===== src/rtl/spi_frame_tx_pkg.sv =====
// Frame layout and FSM encoding for the router's serial link.
// The receive path of the router uses the same constants.
package spi_frame_tx_pkg;

  localparam int unsigned FRAME_BITS = 25;
  localparam int unsigned DEST_MSB   = 24;
  localparam int unsigned DATA_MSB   = 16;
  localparam int unsigned CHK_MSB    = 8;

  typedef enum logic [1:0] {
    IDLE  = 2'd0,
    SHIFT = 2'd1,
    DONE  = 2'd2
  } txState_t;

endpackage


===== src/rtl/adder.sv =====
// Unsigned adder with the carry kept as the result MSB.
module adder #(
  parameter int unsigned size = 8
) (
  input  logic [size-1:0] a,
  input  logic [size-1:0] b,
  output logic [size:0]   sum
);

  assign sum = {1'b0, a} + {1'b0, b};

endmodule


===== src/rtl/spi_frame_tx.sv =====
// Serial frame transmitter: shifts {dest, data, checksum} out MSB-first on a
// divided serial clock, with a select covering the whole frame.
module spi_frame_tx
  import spi_frame_tx_pkg::*;
#(
  parameter int unsigned size   = 8,
  parameter int unsigned clkDiv = 4
) (
  input  logic            clock,
  input  logic            reset,
  input  logic            start,
  input  logic [size-1:0] destIn,
  input  logic [size-1:0] dataIn,
  output logic            ready,
  output logic            enableSpi,
  output logic            masterClock,
  output logic            bitOut,
  output logic            done
);

  localparam int unsigned DIV_W = (clkDiv > 1) ? $clog2(clkDiv) : 1;
  localparam int unsigned BIT_W = 5;
  localparam logic [DIV_W-1:0] DIV_LAST = DIV_W'(clkDiv - 1);
  localparam logic [BIT_W-1:0] BIT_LAST = BIT_W'(FRAME_BITS - 1);

  txState_t              state;
  txState_t              stateNext;
  logic [FRAME_BITS-1:0] shiftReg;
  logic [FRAME_BITS-1:0] shiftNext;
  logic [DIV_W-1:0]      divCnt;
  logic [DIV_W-1:0]      divNext;
  logic [BIT_W-1:0]      bitCnt;
  logic [BIT_W-1:0]      bitNext;
  logic                  sclk;
  logic                  sclkNext;
  logic [size:0]         checksum;

  adder #(.size(size)) uChecksum (
    .a   (destIn),
    .b   (dataIn),
    .sum (checksum)
  );

  // State, shift register, counters and serial clock phase.
  always_ff @(posedge clock or negedge reset) begin
    if (!reset) begin
      state    <= IDLE;
      shiftReg <= '0;
      divCnt   <= '0;
      bitCnt   <= '0;
      sclk     <= 1'b0;
    end else begin
      state    <= stateNext;
      shiftReg <= shiftNext;
      divCnt   <= divNext;
      bitCnt   <= bitNext;
      sclk     <= sclkNext;
    end
  end

  // Next-state: each bit is a low phase then a high phase of clkDiv cycles;
  // data advances only when a high phase ends, i.e. on the falling edge.
  always_comb begin
    stateNext = state;
    shiftNext = shiftReg;
    divNext   = divCnt;
    bitNext   = bitCnt;
    sclkNext  = sclk;
    unique case (state)
      IDLE: begin
        sclkNext = 1'b0;
        if (start) begin
          stateNext                      = SHIFT;
          shiftNext[DEST_MSB -: size]    = destIn;
          shiftNext[DATA_MSB -: size]    = dataIn;
          shiftNext[CHK_MSB:0]           = checksum;
          divNext                        = '0;
          bitNext                        = '0;
        end
      end
      SHIFT: begin
        if (divCnt == DIV_LAST) begin
          divNext = '0;
          if (!sclk) begin
            sclkNext = 1'b1;
          end else begin
            sclkNext = 1'b0;
            if (bitCnt < BIT_LAST) begin
              shiftNext = {shiftReg[FRAME_BITS-2:0], 1'b0};
              bitNext   = bitCnt + BIT_W'(1);
            end else begin
              stateNext = DONE;
            end
          end
        end else begin
          divNext = divCnt + DIV_W'(1);
        end
      end
      DONE: begin
        stateNext = IDLE;
        sclkNext  = 1'b0;
      end
      default: begin
        stateNext = IDLE;
        sclkNext  = 1'b0;
      end
    endcase
  end

  assign ready       = (state == IDLE);
  assign enableSpi   = (state == SHIFT);
  assign done        = (state == DONE);
  assign masterClock = sclk;
  assign bitOut      = (state == SHIFT) & shiftReg[DEST_MSB];

endmodule


===== config.mk =====
export PLATFORM = sky130hd
export DESIGN_NAME = spi_frame_tx
export DESIGN_NICKNAME = d
export VERILOG_FILES = /design/src/rtl/spi_frame_tx_pkg.sv /design/src/rtl/adder.sv /design/src/rtl/spi_frame_tx.sv
export SDC_FILE = /design/constraint.sdc
export NUM_CORES = 1
export LEC_CHECK = 0
export ABC_AREA = 0
export CAP_MARGIN = 10
export CORE_MARGIN = 1
export CORE_UTILIZATION = 41
export CTS_CLUSTER_SIZE = 30
export DETAILED_ROUTE_END_ITERATION = 10
export GPL_ROUTABILITY_DRIVEN = 0
export GPL_TIMING_DRIVEN = 0
export PLACE_DENSITY = 0.69
export SLEW_MARGIN = 20
export SYNTH_ARGS = -nofsm -noshare
export SYNTH_HDL_FRONTEND = slang
export SYNTH_HIERARCHICAL = 1
export SYNTH_SLANG_ARGS = --single-unit

===== constraint.sdc =====
create_clock -name clock -period 4.5 [get_ports clock]
set_input_delay 0.675 -clock clock [delete_from_list [all_inputs] [get_ports clock]]
set_output_delay 0.675 -clock clock [all_outputs]
set_load 0.01 [all_outputs]

### Word-level counts from Yosys, hierarchy flattened

Index checks and enable logic that the tools add are counted.

| operators by class | value |
|---|---|
| $add $sub $neg | 3 |
| $mul | 0 |
| div/mod/pow operators | 0 |
| $lt $le $gt $ge | 1 |
| equal/unequal tests | 8 |
| shift operators | 0 |
| mux-type cells | 21 |
| bitwise operators | 1 |
| reduce and logical (&&, ||, !) cells | 5 |

Operators with widths:

| cell | number |
|---|---|
| 25-bit two-way mux | 4 |
| 25-bit one-hot mux with 2 select lines | 1 |
| 5-bit two-way mux | 4 |
| 2-bit two-way mux | 6 |
| 5-bit one-hot mux with 2 select lines | 1 |
| 8-bit by 8-bit adder with 9-bit output | 1 |
| 2-bit one-hot mux with 2 select lines | 2 |
| 2-bit by 1-bit != test with 1-bit output (second input constant) | 3 |
| 5-bit by 1-bit adder with 5-bit output (second input constant) | 1 |
| 5-bit < comparator (second input constant) | 1 |
| 5-bit AND reduction | 1 |
| 2-bit == test (second input constant) | 2 |
| 2-bit != test (second input constant) | 2 |
| 4-bit AND reduction | 1 |
| 1-bit two-way mux | 3 |
| 2-bit by 1-bit adder with 2-bit output (second input constant) | 1 |
| 2-bit by 1-bit == test with 1-bit output (second input constant) | 1 |
| 2-bit logical NOT | 1 |
| 2-bit AND reduction | 1 |
| 2-bit nonzero test | 1 |
| 1-bit AND | 1 |

| word-level totals | value |
|---|---|
| bits in registers | 35 |
| latch bits | 0 |
| memory bits (writable) | 0 |
| memory bits (read-only) | 0 |
| output and inout bits | 5 |
| memories | 0 |

### Longest topological paths before layout

| logic depth | value |
|---|---|
| word-level depth | 5 |
| depth in mapped cells | 8 |
| depth with buffers taken out | 8 |

### Cells and area by module

The synthesis kept the hierarchy.

By module, submodules not included:

| module | times used | cells an instance | area an instance (um^2) | sequential area each (um^2) |
|---|---|---|---|---|
| spi_frame_tx | 1 | 132 | 1800.5 | 875.8 |
| adder | 1 | 42 | 324.1 | 0.0 |

### Least setup slack after synthesis

Ideal clock, no wire load.

| path | value |
|---|---|
| kind | input-to-reg |
| start point | input destIn[0] |
| end point | register shiftReg[8] |
| data arrival time | 2.243 ns |
| path slack | 2.129 ns |
| stages | 8 |
| buffers on the path | 0 |
| cell sequence | ha_1 > fa_1 > a21oi_1 > nor2_1 > nor2_1 > o21ai_0 > mux2_2 > mux2_1 |

| on the way | value |
|---|---|
| word-level cells in the longest chain between the ends | 3 |

RTL lines:

| what | line | source |
|---|---|---|
| from (decl) | spi_frame_tx.sv:12 | `input logic [size-1:0] destIn,` |
| 8-bit by 8-bit adder with 9-bit output | adder.sv:10 | `assign sum = {1'b0, a} + {1'b0, b};` |
| net checksum[8] | spi_frame_tx.sv:36 | `logic [size:0] checksum;` |
| 25-bit two-way mux | spi_frame_tx.sv:72 | `if (start) begin` |
| 25-bit one-hot mux with 2 select lines | spi_frame_tx.sv:69 | `unique case (state)` |
| to (signal assigned) | spi_frame_tx.sv:54 | `shiftReg <= shiftNext;` |
| to (decl) | spi_frame_tx.sv:28 | `logic [FRAME_BITS-1:0] shiftReg;` |

The timed path passes the listed nets, and every way through them passes these cells. The select of a mux whose other input is x is not followed.
A chain may end at the register's enable or synchronous reset.

### Final worst setup path

| path | value |
|---|---|
| start point | register state[1] |
| end point | output bitOut |

| on the way | value |
|---|---|
| word-level cells in the longest chain between the ends | 2 |

RTL lines:

| what | line | source |
|---|---|---|
| from (decl) | spi_frame_tx.sv:26 | `txState_t state;` |
| from (signal assigned) | spi_frame_tx.sv:53 | `state <= stateNext;` |
| 2-bit by 1-bit == test with 1-bit output | spi_frame_tx.sv:114 | `assign bitOut = (state == SHIFT) & shiftReg[DEST_MSB];` |
| 1-bit AND | spi_frame_tx.sv:114 |  |
| to (decl) | spi_frame_tx.sv:17 | `output logic bitOut,` |

Every way passes these cells.

==> results.md <==
- Status: finished clean
- DR pass1 iterations: 4
- Num CTS Buffers: 5
- Remaining DRCs: 0
- Leak pwr: approximately 0.0011 uW
- Post-CTS Setup Inserts: 0
- Clk buf depth: 2
- Sequential-to-total area share from yosys stat: approximately 41%
- Fmax: about 360 MHz
- FF+latch area: between 800 and 900 um2
- CP endpoint kind: primary output
- Die Y: around 74 um
- Pwr dens: about 630 mW/mm2
- Worst min path class: input pin to asynchronous set/reset pin
- Clock skew: approximately 7.0 ps
- Worst-path fanout max: 10
- Synthesis-stage register bit count: 35
- Setup Crit Path Kind: flip-flop to primary output
- Die area: around 0.0055 mm2
- GRT Total Usage: 16.4%
- Multi-input gate area: 0.00116 mm2
- Via count: approximately 1400
- I/O pin count: 24
- Final nets: about 240
- P&R area growth vs syn: 20.0%
- Worst flop-to-flop path startpoint: divCnt[0]
- Flop-to-flop setup slack: approximately 2400 ps
- TritonCTS Sinks: 35
- Mean Syn Cell Area: around 12 um2
- Measured slew at the worst slew-check pin: 535 ps
- CTS Hold Buffers Added: 0
- Worst Setup SP: state[1]
- Worst slew margin: 64.3%
- RSZ-0062 raised after global routing: false
- Ys async rst share: 100%
- Clock transition at path regs: ~70 ps
- Final hold vios: 0
- Max-cap violations: 0
- Post-Syn Instances: ~170
- Critical Path RT: ~3800 ps
- Clock root buffer master: clkbuf_8
- Share of cells above drive strength 1: between 30% and 40%
- Worst setup path endpoint: bitOut
- Fin worst setup slack: between 1500 and 2000 ps
- N_diodes: 0
- Critical path launch point type: flip-flop
- Main synth FF type: dfrtp_1
- Worst skew pair latency: between 200 and 300 ps
- Worst r2r path cells: 5
- Pre-CTS setup slack: between 1500 and 2000 ps
- CP arrival: roughly 2100 ps
- Num rows: 25
- H-Tree Depth: 2
- Tmin final: roughly 2800 ps
- Synthesized area: approximately 0.0021 mm2
- Port Buffers: 23
- Cts repair resizes: 0
- Antenna-violating nets left: 0
- Number of synthesized flops with an enable pin: 0
- Unique masters post-synth: 41
- DRT Wirelength: just under 4 mm
- Crit Reg-Reg Endpoint: shiftReg[18]
- Global-route wire length before repair: 6.61 mm
- Initial DRC Count: 51
- Core area: approximately 0.0048 mm2
- Fill cells: 429
- TNS Setup: 0 ps
- CTS tree: done
- Die X: around 74 um
- WL per Instance: roughly 14 um
- Syn nets: about 200
- Dpl hpwl: 3.00 mm
- Part of the cycle the worst path needs: about three fifths
- Initial core utilization: about 44%
- Final setup fails: 0
- Initial antenna violation count: 0
- Via density: about 5.2
- Vias in the first global route: approximately 1400
- Gr ovfl total: 0
- Synthesis warning total: 6
- Max IR drop VDD: 0.321 mV
- Max-slew violations: 0
- Pin count of the biggest net entering global routing: 20
==> critical path, cell delays in order (launching register included) <==
cell,delay (ps)
dfrtp_1,440
nand2b_1,180
buf_6,150
inv_4,70
buf_6,150
buf_6,170
and2_1,140
clkdlybuf4s50_1,530
==> logic make-up after synthesis <==
kind of cell	count (synthesis)	synth area share [%]
flip-flops	35	41.2
AO/OA/AOI/OAI	24	8.78
AND/OR/NAND/NOR	35	8.54
XOR/XNOR	5	2.06
adder cells (fa/ha/maj)	11	6.83
buffers and inverters	13	4.24
multiplexers	51	28.3
==> stage by stage <==
step / area [um2] / cells / util [%] / hold slack [ps] / total power [uW]
final: 2550 / 273 / 52.6 / 313 / 1620
after global placement: 2440 / 264 / 50.3 / 481 / 1380
after floorplan: 2120 / 174 / - / 379 / 1210
after detailed placement: 2460 / 265 / 50.8 / 486 / 1410
after global routing: 2550 / 273 / 52.6 / 330 / 1740
after CTS: 2550 / 273 / 52.6 / 320 / 1640
==> registers in the layout, indices dropped and copies added (netlist names) <==
signal,flops
shiftReg,25
masterClock,1
state,2
bitCnt,5
divCnt,2
==> report_power, final <==
| group | switching, uW | internal [uW] | total [uW] |
|---|---|---|---|
| clock | 116 | 108 | 223 |
| combinational | 344 | 503 | 847 |
| sequential | 88.0 | 458 | 546 |
| total | 548 | 1070 | 1620 |
==> cell usage after synthesis, types with 2 or more instances <==
cell type   n  share of area (%)
nand2_1     8                1.4
nand3_1     7                1.6
a21o_1      2               0.71
nand2b_1    2               0.59
mux2_4      8                5.7
mux2i_1     2               0.94
a311o_1     2               0.94
xor2_1      2               0.82
dfrtp_1    35                 41
o21ai_0     3               0.71
o21bai_1    2               0.71
nor3_1      3               0.71
nor2_1      5               0.88
buf_6       5                2.6
xnor2_1     3                1.2
or4_1       2               0.71
nor2b_1     3               0.88
ha_1       10                5.9
a22o_1      2               0.82
a21oi_1     5                1.2
inv_1       4               0.71
mux2_2     40                 21
==> routing by layer <==
| metal | GRT usage (%) | up-vias | part of all wire (%) |
|---|---|---|---|
| li1 | - | 698 | - |
| met1 | 22.8 | 696 | 49 |
| met2 | 25.1 | 30 | 46 |
| met3 | 4.07 | 4 | 3.5 |
| met4 | 5.77 | 0 | 1.2 |
| met5 | 0 | - | 0 |
==> how the worst min path moves through the flow <==
stage	startpoint	end	slack [ps]	cells after the start
2_1_floorplan	reset	bitCnt[0]	380	0
3_3_place_gp	divCnt[0]	divCnt[0]	480	1
3_5_place_dp	shiftReg[8]	shiftReg[8]	490	1
4_1_cts	reset	shiftReg[12]	320	1
5_1_grt	reset	shiftReg[10]	330	1
6_report	reset	shiftReg[11]	310	1
==> placed cells by master, fill, tap and decap left out, types with 2 or more instances in the layout <==
cell type        Yosys  layout
a21o_1               2       2
a21oi_1              5       5
a22o_1               2       2
a311o_1              2       2
buf_2                1       2
buf_6                5       5
clkbuf_8             0       5
clkdlybuf4s50_1      0      22
clkinvlp_4           0       2
dfrtp_1             35      35
ha_1                10      10
inv_1                4       4
mux2_2              40      40
mux2_4               8       8
mux2i_1              2       2
nand2_1              8       8
nand2b_1             2       2
nand3_1              7       7
nor2_1               5       5
nor2b_1              3       3
nor3_1               3       3
o21ai_0              3       3
o21bai_1             2       2
or4_1                2       2
xnor2_1              3       3
xor2_1               2       2
==> area by class of cell <==
cell class | instances | share of cell area (%)
Buffer | 7 | 2.55
Clock buffer | 5 | 2.70
Clock inverter | 3 | 0.785
Inverter | 6 | 0.981
Multi-Input combinational cell | 126 | 45.4
Sequential cell | 35 | 34.3
Tap cell | 67 | 3.29
Timing Repair Buffer | 24 | 9.91
Power figures use the tool's default switching activity.
